[config.mk]
export PLATFORM = sky130hd
export DESIGN_NAME = mem_req_ctrl
export DESIGN_NICKNAME = d
export VERILOG_FILES = /design/src/rtl/proc_mem_pkg.sv /design/src/rtl/mem_req_arb.sv /design/src/rtl/mem_req_ctrl.sv
export SDC_FILE = /design/constraint.sdc
export NUM_CORES = 1
export LEC_CHECK = 0
export ABC_AREA = 1
export CORE_MARGIN = 3
export CORE_UTILIZATION = 45
export DETAILED_ROUTE_END_ITERATION = 6
export PLACE_DENSITY = 0.85
export SYNTH_ARGS = -nofsm -noshare
export SYNTH_HDL_FRONTEND = slang
export SYNTH_HIERARCHICAL = 1
export SYNTH_SLANG_ARGS = --single-unit
[constraint.sdc]
create_clock -name clk -period 3 [get_ports clk]
set_clock_uncertainty 0.2 [all_clocks]
set_input_delay 0.6 -clock clk [delete_from_list [all_inputs] [get_ports clk]]
set_output_delay 0.6 -clock clk [all_outputs]
set_load 0.01 [all_outputs]
[src/rtl/proc_mem_pkg.sv]
// Shared types and constants for the processor memory path: the request
// controller FSM, the requester owner tag and the memory geometry.
package proc_mem_pkg;

  localparam int ADDR_W     = 16;
  localparam int MEM_AW     = 5;
  localparam int DEPTH      = 32;
  localparam int DATA_W     = 16;
  localparam int STARVE_LIM = 3;

  typedef enum logic [1:0] {
    IDLE   = 2'd0,
    ACCESS = 2'd1,
    ERR    = 2'd2
  } state_e;

  typedef enum logic {
    OWN_IF = 1'b0,
    OWN_D  = 1'b1
  } owner_e;

endpackage

[src/rtl/mem_req_arb.sv]
// Fetch/data arbiter: data has priority unless fetch has been passed over
// STARVE_LIM consecutive times, in which case fetch is forced through.
module mem_req_arb #(
  parameter int STARVE_LIM = proc_mem_pkg::STARVE_LIM
) (
  input  logic clk,
  input  logic proc_rst,
  input  logic idle,
  input  logic if_req_valid,
  input  logic d_req_valid,
  output logic if_grant,
  output logic d_grant
);

  localparam int CW = $clog2(STARVE_LIM + 1);

  logic [CW-1:0] starve_cnt;
  logic          force_if;

  always_comb begin
    force_if = if_req_valid && (starve_cnt == CW'(STARVE_LIM));
    d_grant  = idle && d_req_valid && !force_if;
    if_grant = idle && if_req_valid && !d_grant;
  end

  // Counts data grants that fetch sat through; any gap in fetch demand resets it.
  always_ff @(posedge clk) begin
    if (proc_rst) begin
      starve_cnt <= '0;
    end else if (!if_req_valid || if_grant) begin
      starve_cnt <= '0;
    end else if (d_grant && (starve_cnt != CW'(STARVE_LIM))) begin
      starve_cnt <= starve_cnt + 1'b1;
    end
  end

endmodule

[src/rtl/mem_req_ctrl.sv]
// Memory-side request controller: arbitrates fetch vs load/store, range-checks
// the address, drives the active-low strobes and returns a one-cycle response.
module mem_req_ctrl #(
  parameter int ADDR_W     = proc_mem_pkg::ADDR_W,
  parameter int MEM_AW     = proc_mem_pkg::MEM_AW,
  parameter int DEPTH      = proc_mem_pkg::DEPTH,
  parameter int STARVE_LIM = proc_mem_pkg::STARVE_LIM
) (
  input  logic                clk,
  input  logic                proc_rst,
  input  logic                if_req_valid,
  input  logic [ADDR_W-1:0]   if_addr,
  output logic                if_req_ready,
  output logic                if_rsp_valid,
  output logic [15:0]         if_rsp_data,
  output logic                if_rsp_err,
  input  logic                d_req_valid,
  input  logic                d_req_we,
  input  logic [ADDR_W-1:0]   d_addr,
  input  logic [15:0]         d_wdata,
  output logic                d_req_ready,
  output logic                d_rsp_valid,
  output logic [15:0]         d_rsp_data,
  output logic                d_rsp_err,
  output logic [MEM_AW-1:0]   mem_addr,
  output logic [15:0]         mem_in,
  output logic                mem_write,
  output logic                mem_read,
  input  logic [15:0]         mem_out,
  output proc_mem_pkg::state_e state_dbg
);

  import proc_mem_pkg::*;

  // Handshake: a request is taken at a rising edge where valid && ready; ready
  // is combinational, only in IDLE and only for the winner. Responses are
  // unconditional one-cycle pulses (no back-pressure on the response side).

  state_e              state_q, state_d;
  owner_e              owner_q, owner_d;
  logic                we_q, we_d;
  logic                if_grant, d_grant;
  logic [ADDR_W-1:0]   req_addr;
  logic [MEM_AW-1:0]   mem_addr_d;
  logic [15:0]         mem_in_d;
  logic                mem_write_d, mem_read_d;
  logic                if_rsp_valid_d, if_rsp_err_d;
  logic                d_rsp_valid_d, d_rsp_err_d;
  logic [15:0]         if_rsp_data_d, d_rsp_data_d;

  mem_req_arb #(.STARVE_LIM(STARVE_LIM)) u_arb (
    .clk          (clk),
    .proc_rst     (proc_rst),
    .idle         (state_q == IDLE),
    .if_req_valid (if_req_valid),
    .d_req_valid  (d_req_valid),
    .if_grant     (if_grant),
    .d_grant      (d_grant)
  );

  assign if_req_ready = if_grant;
  assign d_req_ready  = d_grant;
  assign state_dbg    = state_q;

  always_comb begin
    state_d        = state_q;
    owner_d        = owner_q;
    we_d           = we_q;
    mem_addr_d     = mem_addr;
    mem_in_d       = mem_in;
    mem_write_d    = 1'b1;
    mem_read_d     = 1'b1;
    if_rsp_valid_d = 1'b0;
    if_rsp_err_d   = 1'b0;
    if_rsp_data_d  = if_rsp_data;
    d_rsp_valid_d  = 1'b0;
    d_rsp_err_d    = 1'b0;
    d_rsp_data_d   = d_rsp_data;
    req_addr       = d_grant ? d_addr : if_addr;

    unique case (state_q)
      IDLE: begin
        if (if_grant || d_grant) begin
          owner_d = d_grant ? OWN_D : OWN_IF;
          we_d    = d_grant && d_req_we;
          if (req_addr >= ADDR_W'(DEPTH)) begin
            state_d = ERR;
          end else begin
            state_d    = ACCESS;
            mem_addr_d = req_addr[MEM_AW-1:0];
            mem_in_d   = d_wdata;
            // Strobes are registered so they are low for exactly one period.
            if (d_grant && d_req_we) mem_write_d = 1'b0;
            else                     mem_read_d  = 1'b0;
          end
        end
      end
      ACCESS: begin
        state_d = IDLE;
        if (owner_q == OWN_D) begin
          d_rsp_valid_d = 1'b1;
          d_rsp_data_d  = we_q ? 16'h0000 : mem_out;
        end else begin
          if_rsp_valid_d = 1'b1;
          if_rsp_data_d  = mem_out;
        end
      end
      ERR: begin
        state_d = IDLE;
        if (owner_q == OWN_D) begin
          d_rsp_valid_d = 1'b1;
          d_rsp_err_d   = 1'b1;
          d_rsp_data_d  = 16'h0000;
        end else begin
          if_rsp_valid_d = 1'b1;
          if_rsp_err_d   = 1'b1;
          if_rsp_data_d  = 16'h0000;
        end
      end
      default: state_d = IDLE;
    endcase
  end

  always_ff @(posedge clk) begin
    if (proc_rst) begin
      state_q      <= IDLE;
      owner_q      <= OWN_IF;
      we_q         <= 1'b0;
      mem_addr     <= '0;
      mem_in       <= '0;
      mem_write    <= 1'b1;
      mem_read     <= 1'b1;
      if_rsp_valid <= 1'b0;
      if_rsp_err   <= 1'b0;
      if_rsp_data  <= '0;
      d_rsp_valid  <= 1'b0;
      d_rsp_err    <= 1'b0;
      d_rsp_data   <= '0;
    end else begin
      state_q      <= state_d;
      owner_q      <= owner_d;
      we_q         <= we_d;
      mem_addr     <= mem_addr_d;
      mem_in       <= mem_in_d;
      mem_write    <= mem_write_d;
      mem_read     <= mem_read_d;
      if_rsp_valid <= if_rsp_valid_d;
      if_rsp_err   <= if_rsp_err_d;
      if_rsp_data  <= if_rsp_data_d;
      d_rsp_valid  <= d_rsp_valid_d;
      d_rsp_err    <= d_rsp_err_d;
      d_rsp_data   <= d_rsp_data_d;
    end
  end

endmodule

==> impl_metrics.json, run 1 <==
{
  "cts.sinks": 65,
  "dr_wl_met3_um": 663,
  "die-height_um": 87.7,
  "p_per_area_nw_per_um2": 488,
  "route.met2.wl_mm": 3.93,
  "cts_setup_buffers": 0,
  "clock_power_share": 0.375,
  "fmax_mhz": 359,
  "grt_max_degree": 25,
  "clockBufferDepth": 2,
  "path_class": "in2out",
  "vdd_ir_drop_max_uv": 424,
  "cp_data_arrival_time_ps": 1990,
  "finalHoldViolCount": 0,
  "required_ps": 2200,
  "pin_count": 132,
  "io_buffers": 131,
  "grt_overflow": 0,
  "synth_nets": 519,
  "die_area_um2": 7690,
  "grt_pass1_vias": 2933,
  "drive_gt1_frac": 0.0602,
  "std_cell_rows": 29,
  "power.share.switching": 0.278,
  "post-route-period-util": 0.929,
  "max_cap_violations": 0,
  "p_int_w": 0.00163,
  "grtUsageTotal": 0.215,
  "p_comb_frac": 0.208,
  "cts_resized": 0,
  "clk_pin_slew_ps": 70,
  "cp-end-kind": "primary output",
  "area_delta_synth_final_pct": 53.9,
  "worst_pin_slew_ps": 698,
  "crit_path_max_fanout": 2,
  "syn_area_per_cell_um2": 6.73,
  "startpoint_type": "input port",
  "cts_tree": "built",
  "first_iter_violations": 151,
  "power_switching_w": 0.000627,
  "p_seq_frac": 0.418,
  "drc_errors": 0,
  "n_antenna_cell": 0,
  "hold_buffers": 0,
  "syn_area_um2": 3000,
  "synthDistinctLibCells": 23,
  "core_um2": 6420,
  "post-route-min-period_ps": 2790,
  "synth-seq-area-share": 0.433,
  "finalSetupViolCount": 0,
  "wl_mm": 8.16,
  "p_leak_nw": 2.06,
  "antenna_found_initial": 0,
  "final_net_count": 649,
  "cts_buffers": 9,
  "clkLatencyLatePin_ps": 330,
  "ant_nets": 0,
  "start_util": 0.468,
  "viasPerCell": 4.75,
  "dpl.hpwl_mm": 6.09,
  "gp_congestion": 0.847,
  "die_w_um": 87.7,
  "ys_ff_latch": 65,
  "hold_path_class": "reg2reg",
  "met1_length_mm": 3.43,
  "rsz0062_at_grt": "no",
  "status": "finished clean",
  "wire_per_inst_um": 12.4,
  "syn_inst": 446,
  "num_vias": 3126,
  "top_layer": "met4",
  "clock-root-buffer": "clkbuf_8",
  "drtPass1Iterations": 4,
  "hold_slack_ps": 265,
  "grt_pass1_wl_mm": 13.0,
  "max_slew_margin": 0.534,
  "htreeDepth": 3,
  "ys_warn_count": 6,
  "setup-tns-final_ps": 0,
  "maxSlewViolCount": 0
}
==> layout make-up <==
| type | instances | area [um2] |
|---|---|---|
| Fill cell | 522 | 1800 |
| Tap cell | 77 | 96.3 |
| Inverter | 96 | 360 |
| Multi-Input combinational cell | 262 | 1220 |
| Clock inverter | 7 | 100 |
| Sequential cell | 65 | 1300 |
| Clock buffer | 9 | 124 |
| Timing Repair Buffer | 142 | 1420 |
==> synthesized netlist by cell type <==
master,count,area (um2)
buf_2,9,45.0
clkbuf_2,1,5.00
nand2_2,1,6.26
nand3b_1,1,7.51
a21oi_1,28,140
nor3_1,2,10.0
o22ai_1,2,12.5
inv_1,94,353
nor2_1,62,233
buf_1,4,15.0
nand3_2,1,10.0
clkbuf_1,6,22.5
nand2_1,91,342
inv_2,2,7.51
dfxtp_1,65,1300
o21ai_0,17,85.1
nand4_1,33,206
nor2_2,4,25.0
a21boi_0,5,37.5
nand3_1,10,50.1
ha_1,4,50.1
buf_6,3,33.8
o21ai_1,1,5.00
==> logic make-up after synthesis <==
| group | after synthesis | synth area share |
|---|---|---|
| AOI/OAI and AO/OA | 53 | 0.0933 |
| adders and majority gates | 4 | 0.0167 |
| and+or+nand+nor | 205 | 0.296 |
| buffers and inverters | 119 | 0.160 |
| DFF | 65 | 0.433 |
==> registers in the layout, indices dropped and copies added, names as in the netlist <==
register / flops
we_q: 1
mem_read: 1
mem_in: 16
d_rsp_valid: 1
if_rsp_err: 1
mem_addr: 5
state_dbg: 2
owner_q: 1
if_rsp_valid: 1
if_rsp_data: 16
mem_write: 1
d_rsp_data: 16
d_rsp_err: 1
u_arb/starve_cnt: 2
==> power groups by stage <==
| stage | clock network [W] | registers, W | logic, W |
|---|---|---|---|
| 2_1_floorplan | 0 | 0.000981 | 0.000198 |
| 3_3_place_gp | 0 | 0.000960 | 0.000460 |
| 3_5_place_dp | 0 | 0.000960 | 0.000467 |
| 4_1_cts | 0.000855 | 0.000941 | 0.000469 |
| 5_1_grt | 0.000894 | 0.000947 | 0.000517 |
| 6_report | 0.000845 | 0.000941 | 0.000468 |
==> worst paths after layout <==
| path | cells after the start | start | slack (ps) | end |
|---|---|---|---|---|
| worst max-delay path | 6 | if_req_valid | 210 | if_req_ready |
| worst min-delay path | 2 | d_rsp_data[10] | 270 | d_rsp_data[10] |
| worst max register to register | 14 | state_dbg[0] | 640 | state_dbg[1] |
| worst min register to register | 2 | d_rsp_data[10] | 270 | d_rsp_data[10] |
==> through the flow <==
stage,util,std cells,instance area [um2],total power (W),setup WS [ps]
6_report,0.719,658,4620,0.00225,214
5_1_grt,0.719,658,4620,0.00236,73.4
4_1_cts,0.719,658,4620,0.00227,190
3_5_place_dp,0.685,642,4400,0.00143,214
3_3_place_gp,0.685,642,4400,0.00142,250
2_1_floorplan,-,446,3000,0.00118,845
==> worst max-delay path, cell delays in order <==
cell	delay [ps]
clkdlybuf4s50_1	480
nand2_1	60
nand3_1	80
nand2_1	70
nor2_1	130
clkdlybuf4s50_1	560
==> layout by cell type, fill, tap and decap left out, drive strengths merged <==
cell,netlist,layout
nand4,33,33
ha,4,4
clkdlybuf4s50,0,131
clkbuf,7,9
bufinv,0,2
nor2,66,66
a21boi,5,5
a21oi,28,28
dfxtp,65,65
nand2,92,92
nand3b,1,1
clkinv,0,2
buf,16,11
o22ai,2,2
nor3,2,2
inv,96,99
nand3,11,11
o21ai,18,18
==> layer usage <==
layer,global-route usage,up-vias
li1,-,1632
met1,0.257,1349
met2,0.362,134
met3,0.0593,11
met4,0.0893,0
met5,0,-
Power figures use the tool's default switching activity.
==> run 2: changes to the inputs <==
HOLD_SLACK_MARGIN = 0.03   (was not set)
==> results of run 2 <==
The final DEF is identical to that of run 1; final timing and power are the same.
==> run 3: changes to the inputs <==
PLACE_DENSITY = 0.9   (was 0.85)
==> run 3 against run 2 <==
Sequential cell count did not move; wire length rose by 7.4%; highest routed layer unchanged; critical path depth did not move; non-clock buffer count fell by 2; register-to-register slack got worse by 60 ps; clock power fell by 10%; die area did not move; final area fell by 1.3%; largest cell class unchanged; critical endpoint unchanged; global-route usage rose by 0.75 points; first-iteration DRC count fell by 28%; power fell by 3.8%; largest power group unchanged.
==> impl_metrics.json, run 3 (synthesis results as in run 1) <==
{
  "post-route-period-util": 0.939,
  "n_antenna_cell": 0,
  "num_vias": 3211,
  "viasPerCell": 4.89,
  "pin_count": 132,
  "vdd_ir_drop_max_uv": 452,
  "cts.sinks": 65,
  "placedInstanceArea_um2": 4360,
  "max_cap_violations": 0,
  "p_per_area_nw_per_um2": 476,
  "gp_congestion": 0.841,
  "hold_buffers": 0,
  "ant_nets": 0,
  "clkLatencyLatePin_ps": 330,
  "wl_mm": 8.76,
  "cts_setup_buffers": 0,
  "io_buffers": 131,
  "status": "finished clean",
  "first_iter_violations": 108,
  "clockBufferDepth": 2,
  "final_net_count": 647,
  "drive_gt1_frac": 0.0570,
  "wire_per_inst_um": 13.4,
  "crit_path_max_fanout": 2,
  "grt_pass1_wl_mm": 13.6,
  "path_delay_family": "buffers and inverters",
  "std_cell_rows": 29,
  "antenna_found_initial": 0,
  "cts_tree": "built",
  "rsz0062_at_grt": "no",
  "max_slew_margin": 0.554,
  "maxSlewViolCount": 0,
  "path_class": "in2out",
  "cts_buffers": 9,
  "grt_overflow": 0,
  "n_fill_cell": 544,
  "grt_max_degree": 25,
  "critPathMaxStageDelay_ps": 560,
  "post-route-min-period_ps": 2820,
  "required_ps": 2200,
  "p_leak_nw": 2.02,
  "start_util": 0.468,
  "final_cell_mix": "clkdlybuf4s50_1 (131), inv_1 (94), nand2_1 (91), dfxtp_1 (65), nor2_1 (62)",
  "setup-tns-final_ps": 0,
  "drtPass1Iterations": 4,
  "startpoint_type": "input port",
  "die-height_um": 87.7,
  "grtUsageTotal": 0.222,
  "finalHoldViolCount": 0,
  "die_area_um2": 7690,
  "fmax_mhz": 355,
  "die_w_um": 87.7,
  "area_delta_synth_final_pct": 51.9,
  "p_total_w": 0.00217,
  "hold_path_class": "reg2reg",
  "htreeDepth": 3,
  "finalSetupViolCount": 0,
  "cp_data_arrival_time_ps": 2020,
  "dpl.hpwl_mm": 6.50,
  "seq_area_um2": 1300,
  "cp-end-kind": "primary output",
  "final_common_cell": "clkdlybuf4s50_1",
  "reg_top3": "d_rsp_data (16), if_rsp_data (16), mem_in (16)",
  "cts_resized": 0,
  "core_um2": 6420,
  "multi_input_area_um2": 1220,
  "postLayoutCellArea_um2": 4560,
  "drc_errors": 0,
  "path_cells": "clkdlybuf4s50_1 -> nand2_1 -> nand3_1 -> nand2_1 -> nor2_1 -> clkdlybuf4s50_1",
  "grt_pass1_vias": 3037,
  "clock-root-buffer": "clkbuf_8",
  "clk_pin_slew_ps": 70,
  "slowest_stage": "clkdlybuf4s50_1",
  "worst_pin_slew_ps": 668,
  "worst-path-buf-inv": 2
}
run 3: changes by cell type in the layout (fill, tap and decap cells not counted), sizes merged:
cell | previous run | this run
clkinvlp | 0 | 3
buf | 11 | 9
inv | 99 | 97
bufinv | 2 | 1
clkbuf | 9 | 10
clkinv | 2 | 1
run 3: area by class of cell:
class	count	share of cell area
timing repair buffer	140	0.302
clock buffer	10	0.0302
clock inverter	6	0.0145
inverter	96	0.0790
sequential	65	0.285
multi-input combinational	262	0.267
tap	77	0.0211
run 3: where the power goes:
part           switching, W  total, W  leakage [nW]  internal (W)
combinational      0.000236  0.000468          1.39      0.000231
clock              0.000350  0.000757        0.0949      0.000408
sequential        0.0000291  0.000944         0.528      0.000915
total              0.000615   0.00217          2.02       0.00155
run 3: final timing paths:
path | from | to | slack [ps] | cells after the start
worst max-delay path | if_req_valid | if_req_ready | 180 | 6
worst min-delay path | d_rsp_data[14] | d_rsp_data[14] | 270 | 2
worst max register to register | state_dbg[0] | mem_in[14] | 580 | 15
worst min register to register | d_rsp_data[14] | d_rsp_data[14] | 270 | 2
run 3: routing by layer:
| layer | wire length [um] | vias up | global-route usage |
|---|---|---|---|
| li1 | - | 1626 | - |
| met1 | 3530 | 1442 | 0.256 |
| met2 | 4390 | 123 | 0.390 |
| met3 | 604 | 20 | 0.0517 |
| met4 | 229 | 0 | 0.0976 |
| met5 | 0 | - | 0 |
run 3: worst reg2reg max path, cell delays in order, from the launching register on:
cell and delay [ps]:
dfxtp_1 400, inv_1 90, ha_1 280, nand3_1 140, inv_1 70, buf_4 180
inv_2 130, nand2_1 70, nor2_1 100, nand2_1 80, nand2_2 90, nand3_2 80
buf_4 220, nand2_1 100, inv_1 40, nor2_1 100
run 3: stage by stage:
stage	worst slack, ps	utilization	std cells	hold slack, ps
detailed placement	186	0.678	640	260
CTS	180	0.710	656	269
global placement	253	0.678	640	251
global route	81.8	0.710	656	288
finish	183	0.710	656	271
floorplan	845	-	446	256
